[src/rtl/trena_uc_multi.sv]
// Tape-measure control unit: one ultrasonic measurement, then N_CHAR serial characters.
// Adds a measurement timeout and an optional periodic (continuous) mode.
module trena_uc_multi #(
  parameter int N_CHAR      = 4,
  parameter int TIMEOUT_CYC = 2500000,
  parameter int PERIODO_CYC = 5000000,
  localparam int CW = (N_CHAR > 1) ? $clog2(N_CHAR) : 1
) (
  input  logic          clock,
  input  logic          reset,
  input  logic          mensurar,
  input  logic          continuo,
  input  logic          fim_medida,
  input  logic          fim_digito,
  output logic          zera,
  output logic          comeca_medida,
  output logic          partida,
  output logic [CW-1:0] char_idx,
  output logic          pronto,
  output logic          timeout,
  output logic [3:0]    db_estado
);

  localparam int MAXC = (TIMEOUT_CYC > PERIODO_CYC) ?
                        TIMEOUT_CYC : PERIODO_CYC;
  localparam int TW = $clog2(MAXC + 1);

  localparam logic [TW-1:0] TO_LAST = TW'(TIMEOUT_CYC - 1);
  localparam logic [TW-1:0] PE_LAST = TW'(PERIODO_CYC - 1);
  localparam logic [CW-1:0] CH_LAST = CW'(N_CHAR - 1);

  typedef enum logic [3:0] {
    INICIAL   = 4'd0,
    PREPARA   = 4'd1,
    AGUARDA   = 4'd2,
    TRANSMITE = 4'd3,
    ESPERA    = 4'd4,
    PROXIMO   = 4'd5,
    FINAL     = 4'd6,
    ERRO      = 4'd7,
    INTERVALO = 4'd8
  } state_t;

  state_t        r_state;
  state_t        w_next;
  logic [TW-1:0] r_timer;
  logic [CW-1:0] r_char;
  logic          w_to_hit;
  logic          w_pe_hit;
  logic          w_ch_last;

  assign w_to_hit  = (r_timer == TO_LAST);
  assign w_pe_hit  = (r_timer == PE_LAST);
  assign w_ch_last = (r_char == CH_LAST);
  assign char_idx  = r_char;

  always_ff @(posedge clock) begin
    if (reset) r_state <= INICIAL;
    else       r_state <= w_next;
  end

  // Any state change restarts the timer, so each timed state counts from 0.
  always_ff @(posedge clock) begin
    if (reset)
      r_timer <= '0;
    else if (w_next != r_state)
      r_timer <= '0;
    else if (r_state == AGUARDA || r_state == INTERVALO)
      r_timer <= r_timer + 1'b1;
  end

  always_ff @(posedge clock) begin
    if (reset)
      r_char <= '0;
    else if (r_state == PREPARA)
      r_char <= '0;
    else if (r_state == PROXIMO && !w_ch_last)
      r_char <= r_char + 1'b1;
  end

  always_comb begin
    w_next        = r_state;
    zera          = 1'b0;
    comeca_medida = 1'b0;
    partida       = 1'b0;
    pronto        = 1'b0;
    timeout       = 1'b0;
    db_estado     = r_state;
    unique case (r_state)
      INICIAL: begin
        zera = 1'b1;
        if (mensurar) w_next = PREPARA;
      end
      PREPARA: begin
        zera   = 1'b1;
        w_next = AGUARDA;
      end
      AGUARDA: begin
        comeca_medida = 1'b1;
        if (fim_medida)    w_next = TRANSMITE;
        else if (w_to_hit) w_next = ERRO;
      end
      TRANSMITE: begin
        partida = 1'b1;
        w_next  = ESPERA;
      end
      ESPERA: begin
        if (fim_digito) w_next = PROXIMO;
      end
      PROXIMO: begin
        w_next = w_ch_last ? FINAL : TRANSMITE;
      end
      FINAL: begin
        pronto = 1'b1;
        w_next = continuo ? INTERVALO : INICIAL;
      end
      ERRO: begin
        timeout = 1'b1;
        w_next  = continuo ? INTERVALO : INICIAL;
      end
      INTERVALO: begin
        if (!continuo)     w_next = INICIAL;
        else if (w_pe_hit) w_next = PREPARA;
      end
      default: begin
        db_estado = 4'hF;
        w_next    = INICIAL;
      end
    endcase
  end

endmodule

[config.mk]
export PLATFORM = sky130hd
export DESIGN_NAME = trena_uc_multi
export DESIGN_NICKNAME = d
export VERILOG_FILES = /design/src/rtl/trena_uc_multi.sv
export SDC_FILE = /design/constraint.sdc
export NUM_CORES = 1
export LEC_CHECK = 0
export CORE_MARGIN = 2
export CORE_UTILIZATION = 45
export CTS_BUF_LIST = sky130_fd_sc_hd__clkbuf_16
export DETAILED_ROUTE_END_ITERATION = 7
export GPL_ROUTABILITY_DRIVEN = 1
export MAX_ROUTING_LAYER = met4
export PLACE_DENSITY = 0.75
export SYNTH_ARGS = -nofsm -noshare
export SYNTH_HDL_FRONTEND = slang
export SYNTH_SLANG_ARGS = --single-unit
[constraint.sdc]
create_clock -name clock -period 4.6 [get_ports clock]
set_input_delay 1.15 -clock clock [delete_from_list [all_inputs] [get_ports clock]]
set_output_delay 1.15 -clock clock [all_outputs]
set_load 0.01 [all_outputs]
==> results of run 1 <==
==> path summary, 6_finish.rpt <==
path / from / endpoint / slack (ns) / depth (start not counted)
worst max register to register: r_state[1] / r_timer[10] / 1.57 / 6
worst min register to register: char_idx[1] / char_idx[1] / 0.54 / 2
worst max-delay path: r_state[1] / comeca_medida / 1.45 / 2
worst min-delay path: char_idx[1] / char_idx[1] / 0.54 / 2
==> per-stage QoR <==
stage          instance area (sq um)  util (%)  hold slack (ns)  total power (uW)
3_3_place_gp                    1940      51.9            0.536               345
5_1_grt                         2110      56.3            0.566               727
2_1_floorplan                   1790         -            0.527               330
6_report                        2110      56.3            0.541               698
4_1_cts                         2110      56.3            0.550               706
3_5_place_dp                    1940      51.9            0.539               345
==> kinds of logic after synthesis <==
logic type | count (synthesis) | synth area share [%]
XOR/XNOR | 23 | 11.2
multiplexers | 3 | 1.74
flip-flops | 29 | 32.4
AO/OA/AOI/OAI | 16 | 7.19
AND/OR/NAND/NOR | 112 | 41.3
buffers and inverters | 17 | 4.75
adder cells (fa/ha/maj) | 2 | 1.40
==> synth_stat cells, types with 3 or more instances <==
cell type / count
dfxtp_1: 29
nor3_2: 20
xnor2_1: 18
nand2_1: 16
nor2_1: 15
nor3_1: 14
clkbuf_1: 8
nand3_1: 8
nand4_1: 7
nor4_1: 6
and4_1: 5
buf_2: 5
nor4b_1: 5
xor2_1: 5
a211oi_1: 3
nand2b_1: 3
nand3b_1: 3
nor4bb_1: 3
==> registers in the layout, indices dropped and copies added, names as in the netlist <==
signal    cells
char_idx      2
r_state       4
r_timer      23
==> power by group through the flow <==
stage / registers, uW / logic (uW) / clock network (uW)
3_3_place_gp: 268 / 77.6 / 0
3_5_place_dp: 268 / 78.0 / 0
5_1_grt: 264 / 84.2 / 379
2_1_floorplan: 261 / 69.2 / 0
4_1_cts: 262 / 78.0 / 365
6_report: 263 / 77.3 / 358
==> per-layer routing <==
layer  GRT usage, %  vias to the layer above
met5              -                        -
met4           7.65                        0
met3           5.57                        7
met2           27.5                       50
met1           25.1                      725
li1               -                      753
==> area by class of cell <==
| type | count | share of cell area, % |
|---|---|---|
| clock buffer | 5 | 5.94 |
| clock inverter | 3 | 1.78 |
| inverter | 2 | 0.357 |
| multi-input combinational | 156 | 53.5 |
| sequential | 29 | 27.6 |
| tap | 48 | 2.85 |
| timing repair buffer | 17 | 7.96 |
==> layout by cell type (no fill, tap or decap), types with 2 or more instances in the layout <==
cell type,n
nor4b_1,5
o21bai_1,2
nand3b_1,3
nand4_1,7
xor2_1,5
clkbuf_16,5
inv_1,3
nand3_1,8
nor3_2,20
nor2_1,15
clkdlybuf4s50_1,16
xnor2_1,18
mux2i_1,2
nand2_1,16
nor4_1,6
nand2b_1,3
ha_1,2
nor3_1,14
and4_1,5
nor4bb_1,3
a211oi_1,3
a21oi_1,2
dfxtp_1,29
==> critical path, delay by kind of cell (launching register included) <==
kind | cells | cell delay (ns)
AND/OR/NAND/NOR | 1 | 0.45
flip-flops | 1 | 0.65
buffers and inverters | 1 | 0.63
==> results.toml, run 1 <==
[synthesis]
netlist_top_cells_area = "dfxtp_1 32%, nor3_2 11%, xnor2_1 8.8%"
ys_types = 41
synth_cells = 202
yosysTopAreaCellShare_pct = 32.4
syn_area_sq_um = 1790
yosysSeqAreaShare_pct = 32.4
synth_fp_nets = 210
syn_area_per_cell_sq_um = 8.88
synth_ff_type = "dfxtp_1"
yosys_warnings = 0
synth_top_area_cell = "dfxtp_1"
synth-seq-cells = 29
synth_edf_count = 0
ys_async_sr_fraction_pct = 0

[clock_network]
clkSinkCount = 29
clockBufferDepth = 2
clk_pin_slew_worst_paths_ns = 0.05
post-cts-setup-buffers = 0
cts_tree = "built"
insertion_delay_ns = 0.27
cts_buffers = 5
cts_hold_buf = 0
htreeDepth = 2
cts_root_buf = "clkbuf_16"
cts_resized = 0

[placed_design]
dp_slack_ns = 1.25
gp_congestion = 0.850
dpl.cell_count = 252
portBuffers = 16
post-dp-hpwl_mm = 2.46

[global_route]
grt_use_total_pct = 19.1
grt_pass1_wl_mm = 6.35
overflow = 0
grt_antenna_before_repair = 0
grt_pass1_vias = 1385
grt_max_degree = 24

[setup_path]
crit_path_start_kind = "flop"
cp.arrival_ns = 2.00
cp-end-kind = "primary output"
crit_chain = "nor4b_1 -> clkdlybuf4s50_1"
path_max_fanout = 18
critPathMaxStageDelay_ns = 0.65
required_ns = 3.45
slowest_stage = "dfxtp_1"
crit_type = "reg -> out"

[layout]
drive_above_1_share_pct = 15.6
seq_area_sq_um = 581
nFillCells = 345
syn_to_final_growth_pct = 17.4
multi_input_area_sq_um = 1130
final_nets = 219
diodes = 0
fin_cells = 260

[sta]
worst_slack_ns = 1.45
rsz0062_at_grt = "false"
slew_headroom_pct = 38.2
fmax_mhz = 317
finClkSkew_ns = 0.00673
setup-tns-final_ns = 0
fin_crit_ns = 3.15
hold_violations = 0
setup_viol = 0
slew_violations = 0
tightest_slew_ns = 0.927
finalCritPeriodShare_pct = 68.5

[drt]
route.layer.met1.wl_mm = 1.80
drt_iter0_drc = 203
dr_wl_met2_mm = 1.62
maxUsedRoutingLayer = "met4"
drc_errors = 0
vias_per_cell = 5.90
antenna_left = 0
wl_mm = 3.68
met3RoutedLength_um = 213
via_count = 1535
wl_per_cell_um = 14.2
first_pass_iters = 4

[pwr]
peakVddDrop_mv = 0.246
combPwrFrac_pct = 11.1
p_seq_share_pct = 37.7
power_switching_uw = 165
power_density_nw_per_um2 = 332
p_leak_uw = 0.000603
power.share.switching_pct = 23.7
clkPwrFrac_pct = 51.3
p_int_uw = 533

[floorplan]
dieArea_sq_um = 4510
die_h_um = 67.1
initial_core_util_pct = 47.9
fp.coreArea_sq_um = 3740
io-pin-count = 17
num_rows = 22
die_x_um = 67.1

[min_path]
hold_path.class = "reg -> reg"

[outcome]
run_status = "completed"

[run]
maxCapViolCount = 0
(Power assumes the default switching activity.)
==> inputs of run 2 (changes only) <==
==> constraint.sdc (replaced) <==
create_clock -name clock -period 3.2 [get_ports clock]
set_input_delay 0.8 -clock clock [delete_from_list [all_inputs] [get_ports clock]]
set_output_delay 0.8 -clock clock [all_outputs]
set_load 0.01 [all_outputs]
==> run 2 against run 1 <==
  * Die area unchanged
  * Critical endpoint is now r_timer[8]
  * Utilization increased by 0.80 points
  * Count of clock-buffer cells in the layout did not move
  * Power is 45% higher
  * Final area increased by 1.4%
  * Via count is 1.2% lower
  * Worst setup slack got worse by 1.2 ns
  * Cell count is 1.5% higher
  * Routed wire length up 1.6%
  * Register-to-register slack got worse by 1.3 ns
  * Critical path type is now reg -> reg
  * Critical path depth increased by 4
  * Flip-flop and latch count unchanged
==> results.toml, run 2 (same netlist as run 1, synthesis figures left out) <==
[outcome]
run_status = "completed"

[layout]
final_nets = 223
drive_above_1_share_pct = 17.1
layout_common_cells = "29 x dfxtp_1, 20 x nor3_2, 18 x xnor2_1"
largest_reg_flops = 23
final_area_sq_um = 2140
layout.cells.most_common = "dfxtp_1"
top_register = "r_timer"
syn_to_final_growth_pct = 19.1
diodes = 0

[setup_path]
cp-end-kind = "flop"
cp.arrival_ns = 3.03
path_max_fanout = 23
crit_type = "reg -> reg"
required_ns = 3.32
crit_path_start_kind = "flop"

[sta]
slew_violations = 0
tightest_slew_ns = 0.939
setup_viol = 0
finalCritPeriodShare_pct = 91.0
setup-tns-final_ns = 0
finClkSkew_ns = 0.00294
hold_violations = 0
worst_slack_ns = 0.289
slew_headroom_pct = 37.4
rsz0062_at_grt = "false"
fin_crit_ns = 2.91
fmax_mhz = 344

[pwr]
peakVddDrop_mv = 0.190
power_density_nw_per_um2 = 473
p_leak_uw = 0.000624

[clock_network]
cts_tree = "built"
htreeDepth = 2
cts_root_buf = "clkbuf_16"
clkSinkCount = 29
insertion_delay_ns = 0.27
cts_buffers = 5
clk_pin_slew_worst_paths_ns = 0.05
cts_resized = 0
post-cts-setup-buffers = 0
clockBufferDepth = 2
cts_hold_buf = 0

[floorplan]
dieArea_sq_um = 4510
fp.coreArea_sq_um = 3740
io-pin-count = 17
die_x_um = 67.1
initial_core_util_pct = 47.9
num_rows = 22
die_h_um = 67.1

[global_route]
grt_pass1_vias = 1383
grt_use_total_pct = 19.3
overflow = 0
grt_max_degree = 24
grt_pass1_wl_mm = 6.40
grt_antenna_before_repair = 0

[drt]
via_count = 1516
vias_per_cell = 5.74
first_pass_iters = 4
antenna_left = 0
wl_mm = 3.74
drc_errors = 0
wl_per_cell_um = 14.2
drt_iter0_drc = 103

[placed_design]
gp_congestion = 0.823
dp_slack_ns = 0.236
portBuffers = 16
dpl_cell_area_sq_um = 1970
post-dp-hpwl_mm = 2.47

[min_path]
hold_path.class = "reg -> reg"

[run]
maxCapViolCount = 0
run 2: changes by cell type in the layout (fill, tap and decap cells not counted):
cell	delta
buf_4	+4
run 2: metal layers:
metal	GRT usage, %	wire length, um	vias to the layer above
met1	25.1	1830	710
li1	-	-	764
met5	-	0	-
met4	7.65	48	0
met3	5.41	196	5
met2	28.0	1660	37
run 2: metrics by stage:
stage | std cells | utilization, % | hold WS (ns) | power (uW)
after global routing | 264 | 57.1 | 0.611 | 1050
final | 264 | 57.1 | 0.562 | 1010
after global placement | 256 | 52.7 | 0.529 | 500
after CTS | 264 | 57.1 | 0.567 | 1020
after detailed placement | 256 | 52.7 | 0.555 | 502
after floorplan | 202 | - | 0.527 | 474
run 2: final timing paths:
path	cells past startpoint	slack (ns)	start	endpoint
worst max-delay path	6	0.29	r_timer[10]	r_timer[8]
worst min-delay path	2	0.56	char_idx[1]	char_idx[1]
worst max register to register	6	0.29	r_timer[10]	r_timer[8]
worst min register to register	2	0.56	char_idx[1]	char_idx[1]
run 2: where the power goes:
group | switching (uW) | internal [uW]
registers | 2.45 | 366
clock network | 156 | 360
logic | 81.3 | 44.2
total | 239 | 770
run 2: worst max-delay path, stage by stage (launching register included):
cell and delay, ns:
dfxtp_1 0.33, or4b_1 0.51, or4b_4 0.54, nor4_4 0.30
a31oi_1 0.18, o22ai_4 0.74, nor3_1 0.14
run 2: area by class of cell:
| class | count | area [sq um] |
|---|---|---|
| multi-input cells | 156 | 1130 |
| well taps | 48 | 60.1 |
| clock buffers | 5 | 125 |
| fillers | 358 | 1610 |
| flip-flops and latches | 29 | 581 |
| inverters | 2 | 7.51 |
| clock inverters | 3 | 37.5 |
| repair buffers | 21 | 198 |
==> inputs of run 3 (changes only) <==
--- a/config.mk
+++ b/config.mk
@@ -12,6 +12,8 @@
 export GPL_ROUTABILITY_DRIVEN = 1
 export MAX_ROUTING_LAYER = met4
 export PLACE_DENSITY = 0.75
+export SKIP_LAST_GASP = 1
+export SLEW_MARGIN = 20
 export SYNTH_ARGS = -nofsm -noshare
 export SYNTH_HDL_FRONTEND = slang
 export SYNTH_SLANG_ARGS = --single-unit
==> results of run 3 <==
Same layout as run 2: the final DEF is identical, and so are final timing and power.
